File: src/rtl/ysyx_23060203_exu_pkg.sv
// Shared encodings for the execute stage: operand selects, branch kinds,
// memory op kinds and the ALU function codes.
package ysyx_23060203_exu_pkg;

    localparam int EXU_XLEN = 32;

    typedef enum logic [2:0] {
        ALU_ADD = 3'd0,
        ALU_SHL = 3'd1,
        ALU_LTS = 3'd2,
        ALU_LTU = 3'd3,
        ALU_XOR = 3'd4,
        ALU_SHR = 3'd5,
        ALU_OR  = 3'd6,
        ALU_AND = 3'd7
    } alu_funct_e;

    typedef enum logic [2:0] {
        BR_NONE = 3'd0,
        BR_COND = 3'd1,
        BR_JAL  = 3'd2,
        BR_JALR = 3'd3
    } br_e;

    typedef enum logic [1:0] {
        ASEL_RS1  = 2'd0,
        ASEL_PC   = 2'd1,
        ASEL_ZERO = 2'd2
    } asel_e;

    typedef enum logic [1:0] {
        BSEL_RS2  = 2'd0,
        BSEL_IMM  = 2'd1,
        BSEL_FOUR = 2'd2
    } bsel_e;

    typedef enum logic [1:0] {
        MEM_NONE  = 2'd0,
        MEM_LOAD  = 2'd1,
        MEM_STORE = 2'd2
    } mem_e;

    // Unconditional control transfer (always redirects, result is the link address)
    function automatic logic br_is_jump(input logic [2:0] br);
        return (br == BR_JAL) || (br == BR_JALR);
    endfunction

endpackage

File: src/rtl/ysyx_23060203_exu_if.sv
// IDU->EXU request channel and EXU->LSU/WBU result channel.
// Both channels: a transfer happens on a rising edge where valid and ready are
// both 1; valid is never withdrawn while waiting for ready, and in_ready never
// depends on in_valid.
interface ysyx_23060203_exu_if;
    import ysyx_23060203_exu_pkg::*;

    logic                in_valid;
    logic                in_ready;
    logic [EXU_XLEN-1:0] in_pc;
    logic [EXU_XLEN-1:0] in_rs1;
    logic [EXU_XLEN-1:0] in_rs2;
    logic [EXU_XLEN-1:0] in_imm;
    logic [4:0]          in_rd;
    logic                in_rd_wen;
    logic [1:0]          in_asel;
    logic [1:0]          in_bsel;
    logic [2:0]          in_funct;
    logic                in_funcs;
    logic [2:0]          in_br;
    logic                in_br_inv;
    logic [1:0]          in_mem;
    logic [2:0]          in_mem_f3;

    logic                out_valid;
    logic                out_ready;
    logic [EXU_XLEN-1:0] out_pc;
    logic [EXU_XLEN-1:0] out_res;
    logic [EXU_XLEN-1:0] out_sdata;
    logic [4:0]          out_rd;
    logic                out_rd_wen;
    logic [1:0]          out_mem;
    logic [2:0]          out_mem_f3;

    // Environment side: produces requests, consumes results
    modport master (
        output in_valid, in_pc, in_rs1, in_rs2, in_imm, in_rd, in_rd_wen,
               in_asel, in_bsel, in_funct, in_funcs, in_br, in_br_inv,
               in_mem, in_mem_f3, out_ready,
        input  in_ready, out_valid, out_pc, out_res, out_sdata, out_rd,
               out_rd_wen, out_mem, out_mem_f3
    );

    // Execute stage side
    modport slave (
        input  in_valid, in_pc, in_rs1, in_rs2, in_imm, in_rd, in_rd_wen,
               in_asel, in_bsel, in_funct, in_funcs, in_br, in_br_inv,
               in_mem, in_mem_f3, out_ready,
        output in_ready, out_valid, out_pc, out_res, out_sdata, out_rd,
               out_rd_wen, out_mem, out_mem_f3
    );

endinterface

File: src/rtl/ysyx_23060203_exu_alu.sv
// Combinational integer ALU. funcs selects SUB for ADD and SRA for SHR.
module ysyx_23060203_ALU
    import ysyx_23060203_exu_pkg::*;
#(
    parameter int XLEN = EXU_XLEN
) (
    input  logic [XLEN-1:0] a,
    input  logic [XLEN-1:0] b,
    input  logic [2:0]      funct,
    input  logic            funcs,
    output logic [XLEN-1:0] res
);

    logic [4:0] shamt;
    assign shamt = b[4:0];

    // Function decode; comparisons return 0/1 in bit 0
    always_comb begin
        res = '0;
        case (alu_funct_e'(funct))
            ALU_ADD: res = funcs ? (a - b) : (a + b);
            ALU_SHL: res = a << shamt;
            ALU_LTS: res = {{(XLEN-1){1'b0}}, $signed(a) < $signed(b)};
            ALU_LTU: res = {{(XLEN-1){1'b0}}, a < b};
            ALU_XOR: res = a ^ b;
            ALU_SHR: res = funcs ? $unsigned($signed(a) >>> shamt) : (a >> shamt);
            ALU_OR:  res = a | b;
            ALU_AND: res = a & b;
            default: res = '0;
        endcase
    end

endmodule

File: src/rtl/ysyx_23060203_exu.sv
// Execute stage: operand muxes, ALU, branch resolution, one-entry result
// buffer, one-cycle PC redirect pulse and an output stall counter.
module ysyx_23060203_exu
    import ysyx_23060203_exu_pkg::*;
#(
    parameter int XLEN    = EXU_XLEN,
    parameter bit PERF_EN = 1'b1
) (
    input  logic               clk,
    input  logic               rstn,
    input  logic               flush,
    ysyx_23060203_exu_if.slave bus,
    output logic               redirect,
    output logic [XLEN-1:0]    redirect_pc,
    output logic [31:0]        perf_stall
);

    logic            accept;
    logic            is_cond;
    logic            is_jump;
    logic            taken;
    logic            take_redirect;
    logic [XLEN-1:0] op_a;
    logic [XLEN-1:0] op_b;
    logic [XLEN-1:0] alu_val;
    logic [XLEN-1:0] pc_imm;
    logic [XLEN-1:0] rs1_imm;
    logic [XLEN-1:0] pc_4;
    logic [XLEN-1:0] target;
    logic [XLEN-1:0] result;

    // The buffer can take a new entry when empty or when it drains this cycle
    assign bus.in_ready = !bus.out_valid | bus.out_ready;
    assign accept       = bus.in_valid & bus.in_ready & !flush;

    // Operand selection; unused select codes feed zero
    always_comb begin
        op_a = '0;
        op_b = '0;
        case (bus.in_asel)
            ASEL_RS1: op_a = bus.in_rs1;
            ASEL_PC:  op_a = bus.in_pc;
            default:  op_a = '0;
        endcase
        case (bus.in_bsel)
            BSEL_RS2:  op_b = bus.in_rs2;
            BSEL_IMM:  op_b = bus.in_imm;
            BSEL_FOUR: op_b = XLEN'(4);
            default:   op_b = '0;
        endcase
    end

    ysyx_23060203_ALU #(.XLEN(XLEN)) u_alu (
        .a     (op_a),
        .b     (op_b),
        .funct (bus.in_funct),
        .funcs (bus.in_funcs),
        .res   (alu_val)
    );

    // Dedicated adders so targets and link address do not compete for the ALU
    assign pc_imm  = bus.in_pc + bus.in_imm;
    assign rs1_imm = bus.in_rs1 + bus.in_imm;
    assign pc_4    = bus.in_pc + XLEN'(4);

    // Branch resolution; BEQ uses XOR with inversion, so zero means taken
    assign is_cond       = (bus.in_br == BR_COND);
    assign is_jump       = br_is_jump(bus.in_br);
    assign taken         = (alu_val != '0) ^ bus.in_br_inv;
    assign take_redirect = is_jump | (is_cond & taken);
    assign target        = (bus.in_br == BR_JALR) ? (rs1_imm & ~XLEN'(1)) : pc_imm;
    assign result        = is_jump ? pc_4 : alu_val;

    // Result buffer: load on accept, drain on out_ready, dropped on flush
    always_ff @(posedge clk or negedge rstn) begin
        if (!rstn) begin
            bus.out_valid  <= 1'b0;
            bus.out_pc     <= '0;
            bus.out_res    <= '0;
            bus.out_sdata  <= '0;
            bus.out_rd     <= '0;
            bus.out_rd_wen <= 1'b0;
            bus.out_mem    <= '0;
            bus.out_mem_f3 <= '0;
        end else begin
            if (flush) begin
                bus.out_valid <= 1'b0;
            end else if (accept) begin
                bus.out_valid <= 1'b1;
            end else if (bus.out_ready) begin
                bus.out_valid <= 1'b0;
            end
            if (accept) begin
                bus.out_pc     <= bus.in_pc;
                bus.out_res    <= result;
                bus.out_sdata  <= bus.in_rs2;
                bus.out_rd     <= bus.in_rd;
                bus.out_rd_wen <= bus.in_rd_wen & !is_cond;
                bus.out_mem    <= is_cond ? MEM_NONE : bus.in_mem;
                bus.out_mem_f3 <= bus.in_mem_f3;
            end
        end
    end

    // Redirect pulse for exactly one cycle after accepting a taken transfer
    always_ff @(posedge clk or negedge rstn) begin
        if (!rstn) begin
            redirect    <= 1'b0;
            redirect_pc <= '0;
        end else begin
            redirect <= accept & take_redirect;
            if (accept & take_redirect) begin
                redirect_pc <= target;
            end
        end
    end

    generate
        if (PERF_EN) begin : g_perf
            // Count cycles where a result waits on downstream; wraps naturally
            always_ff @(posedge clk or negedge rstn) begin
                if (!rstn) begin
                    perf_stall <= '0;
                end else if (bus.out_valid & !bus.out_ready) begin
                    perf_stall <= perf_stall + 32'd1;
                end
            end
        end else begin : g_no_perf
            assign perf_stall = 32'd0;
        end
    endgenerate

endmodule
File: src/flat_wrapper.sv
// flat-port wrapper written by rule: the top's interface ports become plain ports
module ysyx_23060203_exu_flat import ysyx_23060203_exu_pkg::*;
#(
    parameter int XLEN    = EXU_XLEN,
    parameter bit PERF_EN = 1'b1
)
  (clk, rstn, flush, redirect, redirect_pc, perf_stall, bus_in_valid, bus_in_pc, bus_in_rs1, bus_in_rs2, bus_in_imm, bus_in_rd, bus_in_rd_wen, bus_in_asel, bus_in_bsel, bus_in_funct, bus_in_funcs, bus_in_br, bus_in_br_inv, bus_in_mem, bus_in_mem_f3, bus_out_ready, bus_in_ready, bus_out_valid, bus_out_pc, bus_out_res, bus_out_sdata, bus_out_rd, bus_out_rd_wen, bus_out_mem, bus_out_mem_f3);
  ysyx_23060203_exu_if bus_i ();
  input  logic clk;
  input  logic rstn;
  input  logic flush;
  output logic redirect;
  output logic [XLEN-1:0] redirect_pc;
  output logic [31:0] perf_stall;
  input wire logic [$bits(bus_i.in_valid)-1:0] bus_in_valid;
  input wire logic [$bits(bus_i.in_pc)-1:0] bus_in_pc;
  input wire logic [$bits(bus_i.in_rs1)-1:0] bus_in_rs1;
  input wire logic [$bits(bus_i.in_rs2)-1:0] bus_in_rs2;
  input wire logic [$bits(bus_i.in_imm)-1:0] bus_in_imm;
  input wire logic [$bits(bus_i.in_rd)-1:0] bus_in_rd;
  input wire logic [$bits(bus_i.in_rd_wen)-1:0] bus_in_rd_wen;
  input wire logic [$bits(bus_i.in_asel)-1:0] bus_in_asel;
  input wire logic [$bits(bus_i.in_bsel)-1:0] bus_in_bsel;
  input wire logic [$bits(bus_i.in_funct)-1:0] bus_in_funct;
  input wire logic [$bits(bus_i.in_funcs)-1:0] bus_in_funcs;
  input wire logic [$bits(bus_i.in_br)-1:0] bus_in_br;
  input wire logic [$bits(bus_i.in_br_inv)-1:0] bus_in_br_inv;
  input wire logic [$bits(bus_i.in_mem)-1:0] bus_in_mem;
  input wire logic [$bits(bus_i.in_mem_f3)-1:0] bus_in_mem_f3;
  input wire logic [$bits(bus_i.out_ready)-1:0] bus_out_ready;
  output wire logic [$bits(bus_i.in_ready)-1:0] bus_in_ready;
  output wire logic [$bits(bus_i.out_valid)-1:0] bus_out_valid;
  output wire logic [$bits(bus_i.out_pc)-1:0] bus_out_pc;
  output wire logic [$bits(bus_i.out_res)-1:0] bus_out_res;
  output wire logic [$bits(bus_i.out_sdata)-1:0] bus_out_sdata;
  output wire logic [$bits(bus_i.out_rd)-1:0] bus_out_rd;
  output wire logic [$bits(bus_i.out_rd_wen)-1:0] bus_out_rd_wen;
  output wire logic [$bits(bus_i.out_mem)-1:0] bus_out_mem;
  output wire logic [$bits(bus_i.out_mem_f3)-1:0] bus_out_mem_f3;
  assign bus_i.in_valid = bus_in_valid;
  assign bus_i.in_pc = bus_in_pc;
  assign bus_i.in_rs1 = bus_in_rs1;
  assign bus_i.in_rs2 = bus_in_rs2;
  assign bus_i.in_imm = bus_in_imm;
  assign bus_i.in_rd = bus_in_rd;
  assign bus_i.in_rd_wen = bus_in_rd_wen;
  assign bus_i.in_asel = bus_in_asel;
  assign bus_i.in_bsel = bus_in_bsel;
  assign bus_i.in_funct = bus_in_funct;
  assign bus_i.in_funcs = bus_in_funcs;
  assign bus_i.in_br = bus_in_br;
  assign bus_i.in_br_inv = bus_in_br_inv;
  assign bus_i.in_mem = bus_in_mem;
  assign bus_i.in_mem_f3 = bus_in_mem_f3;
  assign bus_i.out_ready = bus_out_ready;
  assign bus_in_ready = bus_i.in_ready;
  assign bus_out_valid = bus_i.out_valid;
  assign bus_out_pc = bus_i.out_pc;
  assign bus_out_res = bus_i.out_res;
  assign bus_out_sdata = bus_i.out_sdata;
  assign bus_out_rd = bus_i.out_rd;
  assign bus_out_rd_wen = bus_i.out_rd_wen;
  assign bus_out_mem = bus_i.out_mem;
  assign bus_out_mem_f3 = bus_i.out_mem_f3;
  ysyx_23060203_exu #(.XLEN(XLEN), .PERF_EN(PERF_EN)) u_core (.clk(clk), .rstn(rstn), .flush(flush), .bus(bus_i), .redirect(redirect), .redirect_pc(redirect_pc), .perf_stall(perf_stall));
endmodule
File: config.mk
export PLATFORM = sky130hd
export DESIGN_NAME = ysyx_23060203_exu_flat
export DESIGN_NICKNAME = d
export VERILOG_FILES = /design/src/rtl/ysyx_23060203_exu_pkg.sv /design/src/rtl/ysyx_23060203_exu_if.sv /design/src/rtl/ysyx_23060203_exu_alu.sv /design/src/rtl/ysyx_23060203_exu.sv /design/src/flat_wrapper.sv
export SDC_FILE = /design/constraint.sdc
export NUM_CORES = 1
export LEC_CHECK = 0
export ABC_AREA = 1
export CORE_MARGIN = 2
export CORE_UTILIZATION = 55
export DETAILED_ROUTE_END_ITERATION = 10
export GPL_TIMING_DRIVEN = 0
export HOLD_SLACK_MARGIN = 0.12
export PLACE_DENSITY = 0.81
export SLEW_MARGIN = 30
export SYNTH_ARGS = -nofsm -noshare
export SYNTH_HDL_FRONTEND = slang
export SYNTH_SLANG_ARGS = --single-unit
File: constraint.sdc
create_clock -name clk -period 3.2 [get_ports clk]
set_clock_uncertainty 0.2 [all_clocks]
set_input_delay 0.96 -clock clk [delete_from_list [all_inputs] [get_ports clk]]
set_output_delay 0.96 -clock clk [all_outputs]
set_load 0.01 [all_outputs]
==> flow_metrics.tcl, run 1 <==
set metrics [dict create \
    stop_stage "global routing" \
    initial_core_util_pct 56.0 \
    die_w_um 200 \
    synthArstFlopShare_pct 100 \
    cts_buffer_depth 2 \
    yosysSeqAreaShare_pct 20.5 \
    synth.net_count 3911 \
    cts_made_buffers 17 \
    clock_sinks 173 \
    outcome "did not finish" \
    grt_usage_pct 75.6 \
    die_h_um 200 \
    synth_cell_types 58 \
    synthTopCellsByArea "dfrtp_1 20%, nand2_1 20%, nand3_1 11%" \
    portBuffers 326 \
    yosysWarnings 0 \
    htree_levels 4 \
    dp_slack_ps -3320 \
    gp_congestion 1.22 \
    netlist_top_cells_count "1,141 x nand2_1, 474 x nand3_1, 376 x inv_1" \
    cts_hold_buf 0 \
    worstEndpointType "sequential cell input" \
    synth.avg_cell_area_sq_um 5.89 \
    grt_overflow_total 23 \
    synth_seq_cells 173 \
    postGrtWorstEndpoint "u_core.redirect_pc[12]$_DFFE_PN0P_/D" \
    ys.flop_type "dfrtp_1" \
    postPlaceCellArea_sq_mm 0.0257 \
    syn_area_sq_mm 0.0211 \
    synth-edff-count 0 \
    grt_max_degree 81 \
    hpwl_um 89300 \
    netlist_instances 3591 \
    yosys.area.top_type "dfrtp_1" \
    num_rows 71 \
    netlist.area_leader.share_pct 20.5 \
    root_buffer "clkbuf_16" \
    yosysMostFrequentCell "nand2_1" \
    error "[ERROR GRT-0232] Routing congestion too high. Check the congestion heatmap in the GUI." \
    io_pins 330 \
]
==> timing repair <==
item / in CTS
buffers inserted: 175
resized for setup: 821
pin swaps: 179
cloned: 5
setup endpoints to repair: 141
==> cell families after synthesis <==
kind of cell,count (synthesis),share of synthesized area (%)
compound gates,614,16.1
xor+xnor,86,3.56
fa+ha+maj,164,9.84
buf+inv,554,10.2
flops,173,20.5
mux,2,0.101
simple gates,1998,39.7
==> routing by layer <==
metal	overflow	global-route usage [%]
met1	0	76.8
met2	14	90.3
met3	0	61.1
met4	9	73.7
met5	0	34.9
==> metrics by stage <==
stage | instances | utilization, %
after detailed placement | 4430 | 68.1
after global placement | 4428 | 67.9
after floorplan | 3591 | -
after CTS | 4637 | 80.5
==> run 2, diff against run 1 <==
CORE_UTILIZATION = 40   (was 55)
HOLD_SLACK_MARGIN = unset   (was 0.12)
PLACE_DENSITY = unset   (was 0.81)
PLACE_DENSITY_LB_ADDON = 0.15   (was unset)
==> run 2 against run 1 <==
The flow now finishes, with violations (setup timing). Area after synthesis is the same. Synthesized cell count is the same.
==> flow_metrics.tcl, run 2 <==
set metrics [dict create \
    grt_pass1_wl_um 175000 \
    die_h_um 234 \
    slowest_stage "fa_2" \
    yosys.area.top_type "dfrtp_1" \
    synthArstFlopShare_pct 100 \
    netlist_top_cells_count "1,141 x nand2_1, 474 x nand3_1, 376 x inv_1" \
    multi_input_area_sq_mm 0.0172 \
    cp.required_ps 3340 \
    arrival_ps 5060 \
    setup_viol 148 \
    dp_slack_ps -3590 \
    htree_levels 4 \
    portBuffers 326 \
    yosysWarnings 0 \
    clkSlewWorstSetupHoldPaths_ps 80 \
    critical_path.startpoint_type "primary input" \
    area_delta_synth_final_pct 40.7 \
    crit_start "bus_in_pc[0]" \
    crit_top_cell "nand2_1" \
    cts_tree "built" \
    grt_overflow_total 0 \
    outcome "finished with violations" \
    postPlaceCellArea_sq_mm 0.0259 \
    num_vias 28300 \
    clk_latency_ps 450 \
    dr.pass1.iters 6 \
    fin_tns_setup_ps -115640 \
    layout_common_cells "1,027 x nand2_1, 452 x nand3_1, 323 x inv_1" \
    viasPerCell 5.96 \
    num_rows 84 \
    synth_cell_types 58 \
    synth_seq_cells 173 \
    slew_headroom_pct 35.0 \
    drive_above_1_share_pct 17.9 \
    grt_max_degree 68 \
    grt_pass1_vias 26000 \
    avgRoutedWirePerCell_um 25.9 \
    gp_congestion 1.16 \
    cts_buffer_depth 2 \
    post-route-min-period_ps 4920 \
    die_w_um 234 \
    r2r_slack_ps -200 \
    grt_usage_pct 43.8 \
    worstMarginPinSlew_ps 975 \
    endpoint_kind "flip-flop" \
    cp_slowest_stage_delay_ps 400 \
    fin_hold_ws_ps 210 \
    netlist.area_leader.share_pct 20.5 \
    rr_endpoint "u_core.bus.out_sdata[10]$_DFFE_PN0P_" \
    io_pins 330 \
    setup.worst_path.end "u_core.redirect_pc[3]$_DFFE_PN0P_" \
    ys.flop_type "dfrtp_1" \
    finalPower_mw 11.5 \
    antenna_found_initial 10 \
    fin_util_pct 56.8 \
    n_fill_cell 5357 \
    netlist_instances 3591 \
    rr_startpoint "u_core.bus.out_valid$_DFFE_PN0P_" \
    regArea_sq_mm 0.00433 \
    ant_nets 0 \
    drv_slew 0 \
    synth.avg_cell_area_sq_um 5.89 \
    dr.first_iter.drc_count 4057 \
    hold_path.class "primary input to async pin" \
    cp_max_fo 7 \
    remaining_drc_errors 0 \
    cellLeakagePower_nw 14.2 \
    fin_nets 4351 \
    max_freq_ghz 0.203 \
    rsz0062_at_grt "yes" \
    synth-edff-count 0 \
    violations "setup timing" \
    clock_sinks 173 \
    cts_made_buffers 17 \
    core_sq_mm 0.0524 \
    fin_ws_ps -1720 \
    power_density_mw_per_mm2 387 \
    layout_commonest_cell "nand2_1" \
    yosysMostFrequentCell "nand2_1" \
    dieArea_sq_mm 0.0547 \
    yosysSeqAreaShare_pct 20.5 \
    hold_violations 0 \
    initial_core_util_pct 40.3 \
    root_buffer "clkbuf_16" \
    crit_type "primary input to flip-flop" \
    design_area_sq_mm 0.0298 \
    ff2ff_path_depth 8 \
    synthTopCellsByArea "dfrtp_1 20%, nand2_1 20%, nand3_1 11%" \
    cap_viol_max_count 0 \
    hpwl_um 99600 \
    synth.net_count 3911 \
    dp_cells 4607 \
    min_period_over_period_pct 154 \
    fin_cells 4740 \
    ir_worst_vdd_mv 0.329 \
    syn_area_sq_mm 0.0211 \
    routed_wl_um 123000 \
]
## run 2: logic make-up (layout without fill, tap and decap cells)
group,count (synthesis),after routing,share of synthesized area (%)
muxes,2,2,0.101
and+or+nand+nor,1998,1999,39.7
DFF,173,173,20.5
adders and majority gates,164,164,9.84
buffers and inverters,554,1006,10.2
xor gates and xnor gates,86,86,3.56
other,0,8,0
AOI/OAI and AO/OA,614,614,16.1
## run 2: critical path: cells and delay by family
family / cells / cell delay (ps)
AND/OR/NAND/NOR: 20 / 2100
buffers and inverters: 4 / 830
adder cells (fa/ha/maj): 2 / 610
AO/OA/AOI/OAI: 3 / 530
## run 2: worst min-delay path by stage
| stage | slack [ps] | start | endpoint |
|---|---|---|---|
| floorplan | 300 | u_core.redirect_pc[0]$_DFFE_PN0P_ | u_core.redirect_pc[0]$_DFFE_PN0P_ |
| global placement | 250 | u_core.redirect_pc[31]$_DFFE_PN0P_ | u_core.redirect_pc[31]$_DFFE_PN0P_ |
| detailed placement | 260 | u_core.bus.out_pc[28]$_DFFE_PN0P_ | u_core.bus.out_pc[28]$_DFFE_PN0P_ |
| CTS | 220 | rstn | u_core.bus.out_valid$_DFFE_PN0P_ |
| global route | 240 | rstn | u_core.bus.out_valid$_DFFE_PN0P_ |
| finish | 210 | rstn | u_core.bus.out_valid$_DFFE_PN0P_ |
## run 2: layer usage
metal	vias to the layer above	part of all wire, %	track usage (%)
li1	12700	-	-
met1	13200	40	58.1
met2	1903	41	64.7
met3	383	12	12.3
met4	6	6.1	22.6
met5	-	0.034	0
## run 2: cell type report
| class | instances | share of cell area [%] |
|---|---|---|
| Multi-Input combinational cell | 2865 | 57.7 |
| Sequential cell | 173 | 14.5 |
| Timing Repair Buffer | 427 | 13.9 |
| Inverter | 404 | 5.23 |
| Buffer | 143 | 3.52 |
| Tap cell | 688 | 2.89 |
| Clock buffer | 19 | 1.49 |
| Clock inverter | 13 | 0.597 |
| Antenna cell | 8 | 0.0673 |
## run 2: repair_timing
item | 4_1_cts | 5_1_grt
hold buffers | 0 | 0
pin swaps | 122 | 51
setup endpoints to repair | 152 | 152
gates cloned | 7 | 0
resized for setup | 626 | 106
setup buffers | 84 | 9
## run 2: power breakdown
part / internal, mW / total (mW) / switching [mW]
registers: 2.56 / 2.84 / 0.283
logic: 2.43 / 6.40 / 3.96
clock network: 1.21 / 2.27 / 1.05
total: 6.21 / 11.5 / 5.30
Power figures use the tool's default switching activity.
==> run 3, diff against run 2 <==
SYNTH_HIERARCHICAL = 1   (was unset)
==> run 3 against run 2 <==
The run still ends with setup timing left. Critical path depth up 3. Combinational power increased by 5.8%. Worst setup slack lost 110 ps. Via count grew 12%. Wire length grew 13%. Final area grew 9.4%. Register-to-register slack gained 580 ps. Sequential cell count did not move. Clock-buffer cell count decreased by 2. Non-clock buffer count up 43. Worst hold slack lost 120 ps. Synthesized cell count up 17%. Critical endpoint is now u_core/redirect_pc[17]$_DFFE_PN0P_.
==> flow_metrics.tcl, run 3 <==
set metrics [dict create \
    hold_violations 0 \
    fin_hold_ws_ps 89.8 \
    dr.first_iter.drc_count 3935 \
    drive_above_1_share_pct 17.3 \
    grt_pass1_vias 28800 \
    crit_type "primary input to flip-flop" \
    grt_overflow_total 0 \
    cellLeakagePower_nw 16.7 \
    synth.avg_cell_area_sq_um 5.57 \
    netlist_instances 4208 \
    yosysMostFrequentCell "nand2_1" \
    core_sq_mm 0.0578 \
    die_h_um 246 \
    cts_hold_buf 0 \
    fin_util_pct 56.3 \
    io_pins 330 \
    antenna_found_initial 4 \
    design_area_sq_mm 0.0326 \
    clk_latency_ps 500 \
    clkSlewWorstSetupHoldPaths_ps 90 \
    fin_nets 5001 \
    clock_sinks 173 \
    die_w_um 246 \
    slowest_stage "o21ai_4" \
    fin_cells 5459 \
    cts_made_buffers 17 \
    synth_cell_types 53 \
    netlist_top_cells_count "1,527 x nand2_1, 636 x inv_1, 466 x nand3_1" \
    num_vias 31500 \
    postPlaceCellArea_sq_mm 0.0283 \
    min_period_over_period_pct 157 \
    worstMarginPinSlew_ps 1190 \
    cp.required_ps 3400 \
    remaining_drc_errors 0 \
    dr.pass1.iters 7 \
    htree_levels 4 \
    violations "setup timing" \
    synthArstFlopShare_pct 100 \
    arrival_ps 5220 \
    grt_max_degree 77 \
    root_buffer "clkbuf_16" \
    finalPower_mw 12.0 \
    cpLargestDelayFamily "simple AND/OR/NAND/NOR gates" \
    critical_path.startpoint_type "primary input" \
    area_delta_synth_final_pct 38.9 \
    routed_wl_um 139000 \
    max_freq_ghz 0.199 \
    cap_viol_max_count 0 \
    slew_headroom_pct 20.8 \
    rsz0062_at_grt "yes" \
    ant_nets 0 \
    synth-edff-count 0 \
    drv_slew 0 \
    dieArea_sq_mm 0.0606 \
    ys.flop_type "dfrtp_1" \
    portBuffers 325 \
    yosysSeqAreaShare_pct 18.5 \
    layout_common_cells "1,369 x nand2_1, 587 x inv_1, 404 x nand3_1" \
    cp_max_fo 10 \
    synth.net_count 4528 \
    fin_ws_ps -1830 \
    dp_cells 5300 \
    hold_path.class "primary input to async pin" \
    endpoint_kind "flip-flop" \
    crit_top_cell "nand2_1" \
    layout_commonest_cell "nand2_1" \
    netlist.area_leader.share_pct 24.5 \
    viasPerCell 5.77 \
    synth_seq_cells 173 \
    yosys.area.top_type "nand2_1" \
    grt_pass1_wl_um 195000 \
    power_density_mw_per_mm2 368 \
    syn_area_sq_mm 0.0234 \
    cts_tree "built" \
    hpwl_um 111000 \
    outcome "finished with violations" \
    worst-path-buf-inv 11 \
    ir_worst_vdd_mv 0.437 \
    num_rows 88 \
    avgRoutedWirePerCell_um 25.5 \
    cp_slowest_stage_delay_ps 320 \
    initial_core_util_pct 40.5 \
    yosysWarnings 6 \
    gp_congestion 1.18 \
    cts_buffer_depth 2 \
    post-route-min-period_ps 5030 \
    setup_viol 75 \
    diodes 0 \
    synthTopCellsByArea "nand2_1 24%, dfrtp_1 18%, inv_1 10%" \
    grt_usage_pct 44.7 \
]
-- run 3: cell types whose count changed after synthesis, sizes merged, moves of 12 or more --
cell    change
nor2       +50
xnor2      -12
o22ai      +12
nand2     +389
clkbuf     -22
a21oi      -13
inv       +250
o21ai      -47
o211ai     +31
buf        +31
-- run 3: cells by family after synthesis --
group                      Yosys count  synth area share [%]
AOI/OAI and AO/OA                  548                  12.9
buffers and inverters              810                  13.5
muxes                                3                 0.128
xor gates and xnor gates            72                  2.69
DFF                                173                  18.5
adders and majority gates          164                  8.88
and+or+nand+nor                   2438                  43.4
-- run 3: path summary, 6_finish.rpt --
path / startpoint / to / slack, ps / depth (start not counted)
min: rstn / u_core/perf_stall[19]$_DFFE_PN0P_ / 90 / 1
min reg2reg: u_core/bus.out_res[29]$_DFFE_PN0P_ / u_core/bus.out_res[29]$_DFFE_PN0P_ / 280 / 2
min in group clk: u_core/bus.out_res[29]$_DFFE_PN0P_ / u_core/bus.out_res[29]$_DFFE_PN0P_ / 280 / 2
max reg2reg: u_core/bus.out_valid$_DFFE_PN0P_ / u_core/bus.out_sdata[28]$_DFFE_PN0P_ / 380 / 8
max: bus_in_bsel[0] / u_core/redirect_pc[17]$_DFFE_PN0P_ / -1830 / 32
max in group asynchronous: rstn / u_core/redirect_pc[7]$_DFFE_PN0P_ / 1670 / 3
-- run 3: layout make-up --
cell class / instances / area (sq um)
flip-flops and latches: 173 / 4330
clock buffers: 17 / 425
inverters: 651 / 2490
repair buffers: 457 / 4440
multi-input cells: 3225 / 18600
well taps: 765 / 957
clock inverters: 15 / 206
fillers: 5999 / 25200
plain buffers: 156 / 1120
-- run 3: routing by layer --
metal / track usage (%) / vias up / part of all wire, %
met5: 0 / - / 0.019
met4: 32.1 / 6 / 8.6
met3: 12.0 / 533 / 12
met2: 64.6 / 2094 / 41
met1: 57.0 / 14600 / 39
li1: - / 14300 / -
-- run 3: power by group --
part,switching [mW],internal (mW)
Combinational,4.26,2.51
Sequential,0.296,2.56
Clock,1.28,1.09
Total,5.84,6.16
-- run 3: timing repair --
item | in CTS | in global routing
pin swaps | 128 | 112
buffers inserted | 94 | 31
cloned | 5 | 0
setup endpoints to repair | 76 | 67
resized for setup | 622 | 258
-- run 3: per-stage QoR --
step / worst slack (ps) / setup TNS, ps
floorplan: -1410 / -59970
global placement: -6630 / -1362830
detailed placement: -3870 / -225250
CTS: -1520 / -65330
global route: -1870 / -84850
finish: -1830 / -83330
